$ cat src/rtl/match_controller.sv
// rtl/match_controller.sv - best-of-N match sequencer: countdown, timed rounds, tallies, hold-to-restart
module match_controller #(
    parameter int HP_W             = 9,
    parameter int WINS_TO_MATCH    = 2,
    parameter int ROUND_SECS       = 99,
    parameter int TICKS_PER_SEC    = 20,
    parameter int COUNTDOWN_TICKS  = 60,
    parameter int ROUND_OVER_TICKS = 40,
    parameter int HOLD_TICKS       = 40,
    localparam int W               = $clog2(WINS_TO_MATCH + 1)
) (
    input  logic            clk,
    input  logic            reset,
    input  logic            tick,
    input  logic [HP_W-1:0] health_1,
    input  logic [HP_W-1:0] health_2,
    input  logic            reset_req,
    output logic [2:0]      state,
    output logic            round_reset,
    output logic            game_active,
    output logic [1:0]      round_winner,
    output logic [1:0]      match_winner,
    output logic [W-1:0]    p1_wins,
    output logic [W-1:0]    p2_wins,
    output logic [6:0]      round_time
);

    // One shared phase counter serves both the countdown and the post-round pause.
    localparam int CNT_MAX = (COUNTDOWN_TICKS > ROUND_OVER_TICKS) ? COUNTDOWN_TICKS : ROUND_OVER_TICKS;
    localparam int CW      = $clog2(CNT_MAX + 1);
    localparam int SW      = (TICKS_PER_SEC > 1) ? $clog2(TICKS_PER_SEC) : 1;
    localparam int HW      = $clog2(HOLD_TICKS + 1);

    localparam logic [CW-1:0] CD_LOAD   = CW'(COUNTDOWN_TICKS);
    localparam logic [CW-1:0] RO_LOAD   = CW'(ROUND_OVER_TICKS);
    localparam logic [CW-1:0] CNT_ONE   = CW'(1);
    localparam logic [6:0]    TIME_LOAD = 7'(ROUND_SECS);
    localparam logic [SW-1:0] SUB_LAST  = SW'(TICKS_PER_SEC - 1);
    localparam logic [HW-1:0] HOLD_FULL = HW'(HOLD_TICKS);
    localparam logic [W-1:0]  WINS_FULL = W'(WINS_TO_MATCH);

    typedef enum logic [2:0] {
        S_COUNTDOWN  = 3'd0,
        S_FIGHT      = 3'd1,
        S_ROUND_OVER = 3'd2,
        S_MATCH_OVER = 3'd3
    } state_t;

    state_t          state_q;
    state_t          state_d;
    logic [CW-1:0]   cnt_q;
    logic [SW-1:0]   sub_q;
    logic [HW-1:0]   hold_q;
    logic [1:0]      outcome;
    logic            restart;
    logic            match_decided;
    logic            fight_start;
    logic            round_end;
    logic            pause_done;

    assign state         = state_q;
    assign round_reset   = (state_q == S_COUNTDOWN);
    assign game_active   = (state_q == S_FIGHT);
    assign restart       = (hold_q == HOLD_FULL);
    assign match_decided = (p1_wins == WINS_FULL) || (p2_wins == WINS_FULL);

    // Round judging: knockouts take priority over the timeout comparison.
    always_comb begin
        outcome = 2'b00;
        if (health_1 == '0 && health_2 == '0) begin
            outcome = 2'b11;
        end else if (health_1 == '0) begin
            outcome = 2'b10;
        end else if (health_2 == '0) begin
            outcome = 2'b01;
        end else if (round_time == 7'd0) begin
            if (health_1 > health_2) begin
                outcome = 2'b01;
            end else if (health_2 > health_1) begin
                outcome = 2'b10;
            end else begin
                outcome = 2'b11;
            end
        end
    end

    // Next-state decode and the phase events the datapath reacts to.
    always_comb begin
        state_d     = state_q;
        fight_start = 1'b0;
        round_end   = 1'b0;
        pause_done  = 1'b0;
        case (state_q)
            S_COUNTDOWN: begin
                if (tick && cnt_q == CNT_ONE) begin
                    state_d     = S_FIGHT;
                    fight_start = 1'b1;
                end
            end
            S_FIGHT: begin
                if (outcome != 2'b00) begin
                    state_d   = S_ROUND_OVER;
                    round_end = 1'b1;
                end
            end
            S_ROUND_OVER: begin
                if (tick && cnt_q == CNT_ONE) begin
                    pause_done = 1'b1;
                    state_d    = match_decided ? S_MATCH_OVER : S_COUNTDOWN;
                end
            end
            S_MATCH_OVER: begin
                state_d = S_MATCH_OVER;
            end
            default: begin
                state_d = S_COUNTDOWN;
            end
        endcase
    end

    // State register; a completed restart hold behaves exactly like reset.
    always_ff @(posedge clk) begin
        if (reset || restart) begin
            state_q <= S_COUNTDOWN;
        end else begin
            state_q <= state_d;
        end
    end

    // Restart hold counter: counts ticks of a continuous reset_req level.
    always_ff @(posedge clk) begin
        if (reset || restart) begin
            hold_q <= '0;
        end else if (!reset_req) begin
            hold_q <= '0;
        end else if (tick && hold_q != HOLD_FULL) begin
            hold_q <= hold_q + HW'(1);
        end
    end

    // Phase counter, sub-second divider and round timer.
    always_ff @(posedge clk) begin
        if (reset || restart) begin
            cnt_q      <= CD_LOAD;
            sub_q      <= '0;
            round_time <= TIME_LOAD;
        end else begin
            case (state_q)
                S_COUNTDOWN: begin
                    if (tick) begin
                        cnt_q <= cnt_q - CNT_ONE;
                    end
                    if (fight_start) begin
                        round_time <= TIME_LOAD;
                        sub_q      <= '0;
                    end
                end
                S_FIGHT: begin
                    if (round_end) begin
                        cnt_q <= RO_LOAD;
                    end else if (tick) begin
                        if (sub_q == SUB_LAST) begin
                            sub_q <= '0;
                            if (round_time != 7'd0) begin
                                round_time <= round_time - 7'd1;
                            end
                        end else begin
                            sub_q <= sub_q + SW'(1);
                        end
                    end
                end
                S_ROUND_OVER: begin
                    if (pause_done) begin
                        cnt_q <= CD_LOAD;
                    end else if (tick) begin
                        cnt_q <= cnt_q - CNT_ONE;
                    end
                end
                default: begin
                    cnt_q <= cnt_q;
                end
            endcase
        end
    end

    // Round result, saturating tallies and final match verdict.
    always_ff @(posedge clk) begin
        if (reset || restart) begin
            round_winner <= 2'b00;
            match_winner <= 2'b00;
            p1_wins      <= '0;
            p2_wins      <= '0;
        end else begin
            if (round_end) begin
                round_winner <= outcome;
                if (outcome == 2'b01 && p1_wins != WINS_FULL) begin
                    p1_wins <= p1_wins + W'(1);
                end
                if (outcome == 2'b10 && p2_wins != WINS_FULL) begin
                    p2_wins <= p2_wins + W'(1);
                end
            end
            if (pause_done && match_decided) begin
                match_winner <= (p1_wins == WINS_FULL) ? 2'b01 : 2'b10;
            end
        end
    end

endmodule

$ cat config.mk
export PLATFORM = sky130hd
export DESIGN_NAME = match_controller
export DESIGN_NICKNAME = d
export VERILOG_FILES = /design/src/rtl/match_controller.sv
export SDC_FILE = /design/constraint.sdc
export NUM_CORES = 1
export LEC_CHECK = 0
export CELL_PAD_IN_SITES_DETAIL_PLACEMENT = 1
export CELL_PAD_IN_SITES_GLOBAL_PLACEMENT = 1
export CORE_MARGIN = 2
export CORE_UTILIZATION = 35
export DETAILED_ROUTE_END_ITERATION = 10
export PLACE_DENSITY_LB_ADDON = 0.05
export SYNTH_ARGS = -nofsm -noshare
export SYNTH_HDL_FRONTEND = slang
export SYNTH_SLANG_ARGS = --single-unit
$ cat constraint.sdc
create_clock -name clk -period 2.8 [get_ports clk]
set_input_delay 0.28 -clock clk [delete_from_list [all_inputs] [get_ports clk]]
set_output_delay 0.28 -clock clk [all_outputs]
set_load 0.05 [all_outputs]
==> results.json, run 1 <==
{
  "status": "completed",
  "htreeDepth": 2,
  "drt-total-wl_mm": 5.82,
  "crit_chain": "nor3_1 > nand3_1 > a31oi_1 > nor3_1 > xnor2_1 > nor2_1",
  "cts.hold.buffers_added": 0,
  "drv_slew": 0,
  "portBuffers": 40,
  "grt_pass1_wl_mm": 10.3,
  "regToRegEndpoint": "sub_q[4]$_SDFFE_PP0P_",
  "root_buffer": "clkbuf_8",
  "clk_latency_ns": 0.29,
  "swShare_pct": 37.7,
  "worst_pin_slew_ns": 0.666,
  "startpoint": "round_time[2]$_SDFFE_PP0P_",
  "synthesis.area_mm2": 0.00224,
  "max_freq_ghz": 0.432,
  "crit_required_ns": 2.98,
  "hpwl_mm": 4.51,
  "drt_iter0_drc": 49,
  "die_w_um": 84.0,
  "cts_tree": "done",
  "dpl-instance-area_mm2": 0.00274,
  "finalClockSkew_ns": 0.00432,
  "seqPwrFrac_pct": 34.8,
  "clk_pin_slew_ns": 0.07,
  "reg2reg_slack_ns": 0.49,
  "maxCapViolCount": 0,
  "final_design_area_no_fill_mm2": 0.00285,
  "p_per_area_mw_per_mm2": 607,
  "crit_path_top_delay_cell": "a31oi_1",
  "pwr-share-clk_pct": 27.2,
  "crit_end": "sub_q[4]$_SDFFE_PP0P_",
  "die_h_um": 84.0,
  "drc": 0,
  "ioPinCount": 42,
  "final_cell_mix": "nor2_1 (40), clkdlybuf4s50_1 (40), dfxtp_1 (34)",
  "fin_setup_tns_ns": 0,
  "ys_warn_count": 0,
  "finalSetupViolCount": 0,
  "antenna_found_initial": 0,
  "drive_above_1_share_pct": 6.15,
  "syn_to_final_growth_pct": 27.5,
  "gp_congestion": 0.741,
  "synthFlopType": "dfxtp_1",
  "cellLeakagePower_nw": 1.10,
  "routed_via_density": 5.35,
  "final_antenna_net_count": 0,
  "numCtsBuffers": 5,
  "min_period_ns": 2.31,
  "fp-row-count": 29,
  "clock_path_buffers": 2,
  "final_nets": 368,
  "wl_per_cell_um": 14.5,
  "clkSinkCount": 34,
  "postCtsSetupRepairBufs": 0,
  "finalCritPeriodShare_pct": 82.6,
  "synth.distinct_cells": 53,
  "vias": 2151,
  "path_class": "reg -> reg",
  "cp_data_arrival_time_ns": 2.49,
  "grt_max_degree": 17,
  "crit_path_frequent_cell": "nor3_1",
  "async_flop_share_pct": 0,
  "ir_worst_vdd_uv": 518,
  "internal-power_w": 0.00108,
  "grt_pass1_vias": 2220,
  "slowest_delay_ns": 0.62,
  "first_pass_iters": 4,
  "synth_edf_count": 0,
  "hold_class": "reg -> reg",
  "synthCells": 280,
  "maxSlewHeadroom_pct": 55.4,
  "hold_viol_final": 0,
  "start_kind": "flop",
  "worstPathMaxFanout": 11,
  "syn_nets": 323,
  "rr_worst_depth": 6,
  "ctsResizeCount": 0,
  "grt_usage_pct": 17.7,
  "diodes": 0,
  "comb_power_share_pct": 38.0,
  "core_mm2": 0.00628,
  "avgSynthCellArea_um2": 7.99,
  "p_sw_w": 0.000654,
  "overflow": 0,
  "end_kind": "flop",
  "ys_seq_elements": 34,
  "rsz0062_at_grt": "false",
  "start_util_pct": 35.7,
  "finalPower_w": 0.00173,
  "r2r_start": "round_time[2]$_SDFFE_PP0P_",
  "yosysSeqAreaShare_pct": 30.4,
  "dieArea_mm2": 0.00705
}
cell usage after synthesis (2+ instances only):
library cell	instances	area share, %
a31oi_1	10	2.8
mux2i_1	2	0.89
nor4_1	3	0.84
dfxtp_1	34	30
a32oi_1	2	0.78
nor3_1	15	3.4
nand4_1	6	1.7
nand4b_1	2	0.78
nor2_1	40	6.7
a21oi_1	13	2.9
o22ai_1	3	0.84
inv_1	26	4.4
xnor2_1	12	4.7
o21ai_0	8	1.8
xor2_1	3	1.2
or3_1	2	0.56
o31ai_1	2	0.67
a211oi_1	3	1.0
ha_1	21	12
nand2_1	25	4.2
clkbuf_1	5	0.84
nand3_1	10	2.2
nor2b_1	2	0.56
a41oi_1	2	0.78
metal layers:
metal / wire (µm) / vias to the layer above / track usage (%)
met5: 0 / - / 0
met4: 86 / 0 / 5.72
met3: 166 / 7 / 3.36
met2: 2730 / 32 / 28.9
met1: 2840 / 1021 / 23.5
li1: - / 1091 / -
cell families (layout without fill, tap and decap cells):
logic type                 after synthesis  in the layout  share of synthesized area, %
AOI/OAI and AO/OA                       57             57                          18.2
xor gates and xnor gates                15             15                          5.87
adders and majority gates               21             21                          11.7
buffers and inverters                   33             78                          5.76
DFF                                     34             34                          30.4
muxes                                    2              2                         0.894
other                                    1              1                         0.168
and+or+nand+nor                        117            117                          27.0
worst min path at each step:
| stage | startpoint | slack, ns | depth (start not counted) | endpoint |
|---|---|---|---|---|
| finish | round_time[6]$_SDFFE_PP1P_ | 0.48 | 2 | round_time[6]$_SDFFE_PP1P_ |
| global route | p1_wins[1]$_SDFFE_PP0P_ | 0.50 | 2 | p1_wins[1]$_SDFFE_PP0P_ |
| CTS | round_time[6]$_SDFFE_PP1P_ | 0.48 | 2 | round_time[6]$_SDFFE_PP1P_ |
| detailed placement | round_time[6]$_SDFFE_PP1P_ | 0.47 | 2 | round_time[6]$_SDFFE_PP1P_ |
| global placement | p2_wins[1]$_SDFFE_PP0P_ | 0.47 | 2 | p2_wins[1]$_SDFFE_PP0P_ |
| floorplan | reset | 0.45 | 2 | round_time[1]$_SDFFE_PP1P_ |
critical path: cells and delay by family (launching register included):
family,cells,cell delay [ns]
XOR/XNOR,1,0.17
flip-flops,1,0.38
AO/OA/AOI/OAI,1,0.62
AND/OR/NAND/NOR,4,1.03
final cells by class:
type,count,area [µm²]
Inverter,26,97.6
Clock buffer,6,82.6
Sequential cell,34,681
Timing Repair Buffer,45,438
Clock inverter,1,30.0
Tap cell,77,96.3
Multi-Input combinational cell,213,1430
Fill cell,774,3420
power groups by stage:
stage               combinational [W]  clock, W  sequential, W
floorplan                    0.000435         0       0.000636
global placement             0.000651         0       0.000612
CTS                          0.000667  0.000490       0.000602
detailed placement           0.000659         0       0.000614
global route                 0.000739  0.000507       0.000611
finish                       0.000658  0.000471       0.000602
through the flow:
step                worst slack [ns]  instances  hold slack (ns)  utilization, %
CTS                            0.471        402            0.477            45.5
floorplan                      0.321        280            0.446               -
finish                         0.487        402            0.477            45.5
detailed placement             0.356        395            0.467            43.7
global placement               0.350        395            0.466            43.7
global route                   0.243        402            0.502            45.5
flip-flops by register name, summed over array words and instances (netlist names):
register	flops
round_winner	2
state	2
sub_q	5
match_winner	2
p1_wins	2
cnt_q	6
round_time	7
hold_q	6
p2_wins	2
(Power assumes the default switching activity.)
==> run 2, diff against run 1 <==
- clock period: 2.8 -> 2 ns (I/O delays scaled with it)
==> run 2 against run 1 <==
Effect of this change:
- setup slack worse by 0.43 ns
- clock power is 16% higher
- die area stayed put
- global-route usage is 1.1 points higher
- final cell count is 9.7% higher
- sequential power is 35% higher
- hold slack worse by 0.0017 ns
- sequential cell count stayed put
- non-clock buffer count is 38 higher
==> results.json, run 2 (same netlist as run 1, synthesis figures left out) <==
{
  "status": "completed",
  "finalClockSkew_ns": 0.00938,
  "final_antenna_net_count": 0,
  "final_nets": 406,
  "drive_above_1_share_pct": 23.9,
  "crit_required_ns": 2.22,
  "slowest_delay_ns": 0.49,
  "crit_chain": "clkdlybuf4s50_1 > inv_1 > ha_1 > nor2b_4 > o21ai_2 > a211oi_2 > buf_4 > nor2_1 > or3_4 > a21oi_2",
  "cp.depth": 10,
  "finalSetupViolCount": 0,
  "end_kind": "flop",
  "drt-total-wl_mm": 6.58,
  "die_h_um": 84.0,
  "crit_path_top_delay_cell": "clkdlybuf4s50_1",
  "final_common_cell": "buf_4",
  "worstHoldStart": "p2_wins[1]$_SDFFE_PP0P_",
  "cellLeakagePower_nw": 1.30,
  "clock_path_buffers": 2,
  "regMostFlops": "round_time",
  "fp-row-count": 29,
  "filler_cell_count": 768,
  "numCtsBuffers": 5,
  "vias": 2325,
  "final_cell_mix": "buf_4 (43), nor2_1 (39), clkdlybuf4s50_1 (36)",
  "rr_worst_depth": 8,
  "reg2reg_slack_ns": 0.15,
  "worst-path-buf-inv": 3,
  "ir_worst_vdd_uv": 481,
  "finalCritPeriodShare_pct": 97.4,
  "wl_per_cell_um": 14.9,
  "diodes": 0,
  "drc": 0,
  "hold_class": "reg -> reg",
  "p_per_area_mw_per_mm2": 760,
  "pre_cts_ws_ns": -0.354,
  "maxSlewHeadroom_pct": 66.1,
  "syn_to_final_growth_pct": 44.8,
  "path_class": "in -> reg",
  "cts_tree": "done",
  "finalPower_w": 0.00246,
  "htreeDepth": 2,
  "portBuffers": 40,
  "root_buffer": "clkbuf_8",
  "multi_input_area_mm2": 0.00154,
  "drt_iter0_drc": 71,
  "maxCapViolCount": 0,
  "gp_congestion": 0.766,
  "dieArea_mm2": 0.00705,
  "first_pass_iters": 4,
  "clk_pin_slew_ns": 0.07,
  "grt_pass1_wl_mm": 11.0,
  "hold_viol_final": 0,
  "seq_area_um2": 686,
  "max_freq_ghz": 0.514,
  "hpwl_mm": 4.99,
  "drv_slew": 0,
  "clk_latency_ns": 0.29,
  "r2r_start": "cnt_q[1]$_SDFFE_PP0P_",
  "worst_pin_slew_ns": 0.507,
  "hold_path_depth": 2,
  "routed_via_density": 5.27,
  "cp_top_family": "buffers and inverters",
  "ioPinCount": 42,
  "clkSinkCount": 34,
  "min_period_ns": 1.95,
  "largestRegisters": "round_time: 7 flops, cnt_q: 6 flops, hold_q: 6 flops",
  "regToRegEndpoint": "round_time[3]$_SDFFE_PP0P_",
  "overflow": 0,
  "layout_setup_ws_ns": 0.0529,
  "antenna_found_initial": 0,
  "die_w_um": 84.0,
  "rsz0062_at_grt": "true",
  "largest_reg_flops": 7,
  "grt_usage_pct": 18.8,
  "worstPathMaxFanout": 2,
  "cp_data_arrival_time_ns": 2.17,
  "start_util_pct": 35.7,
  "grt_max_degree": 15,
  "core_mm2": 0.00628,
  "grt_pass1_vias": 2377,
  "start_kind": "input port",
  "worstHoldEndpoint": "p2_wins[1]$_SDFFE_PP0P_"
}
run 2: report_power, final:
group          internal (W)  total, W  switching, W
logic              0.000466   0.00110      0.000637
registers          0.000753  0.000815     0.0000625
clock network      0.000277  0.000545      0.000268
total               0.00150   0.00246      0.000968
run 2: stage by stage:
step                      instance area (µm²)  util, %  setup TNS (ns)  instances  hold WS (ns)
after floorplan                          2260        -         -0.0607        280         0.366
after global placement                   3000     47.7           -3.15        427         0.466
after detailed placement                 3000     47.7           -4.08        427         0.468
after CTS                                3110     49.5        -0.00349        435         0.478
after global routing                     3240     51.6          -0.101        441         0.523
final                                    3240     51.6               0        441         0.475
run 2: worst max path at each step:
stage                           from                           end  slack (ns)
6_report                 health_1[1]  round_winner[1]$_SDFFE_PP0P_        0.05
5_1_grt                  health_1[7]       p1_wins[1]$_SDFFE_PP0P_       -0.04
4_1_cts                  health_1[6]       p1_wins[1]$_SDFFE_PP0P_      -0.003
3_5_place_dp             health_1[1]       p2_wins[1]$_SDFFE_PP0P_       -0.35
3_3_place_gp             health_1[1]       p2_wins[1]$_SDFFE_PP0P_       -0.30
2_1_floorplan  state[0]$_SDFFE_PP0P_    round_time[3]$_SDFFE_PP0P_       -0.06
run 2: what timing repair did:
action | 4_1_cts | 5_1_grt
setup endpoints to repair | 4 | 17
resized for setup | 3 | 22
cloned | 0 | 1
pin swaps | 0 | 10
hold buffers | 0 | 0
buffers inserted | 0 | 5
run 2: area by class of cell:
| cell class | instances | area share (%) |
|---|---|---|
| Multi-Input combinational cell | 213 | 47.6 |
| Timing Repair Buffer | 83 | 22.3 |
| Sequential cell | 34 | 21.2 |
| Inverter | 26 | 3.01 |
| Tap cell | 77 | 2.97 |
| Clock buffer | 6 | 2.55 |
| Clock inverter | 2 | 0.386 |
run 2: per-layer routing:
| metal | wire, µm | vias up | track usage [%] |
|---|---|---|---|
| met3 | 181 | 6 | 3.96 |
| met1 | 3000 | 1126 | 23.1 |
| li1 | - | 1161 | - |
| met5 | 0 | - | 0 |
| met2 | 3320 | 32 | 33.5 |
| met4 | 68 | 0 | 4.40 |
run 2: worst min-delay path, delay by kind of cell (launching register included):
kind | cells | cell delay, ns
DFF | 1 | 0.33
and+or+nand+nor | 2 | 0.11
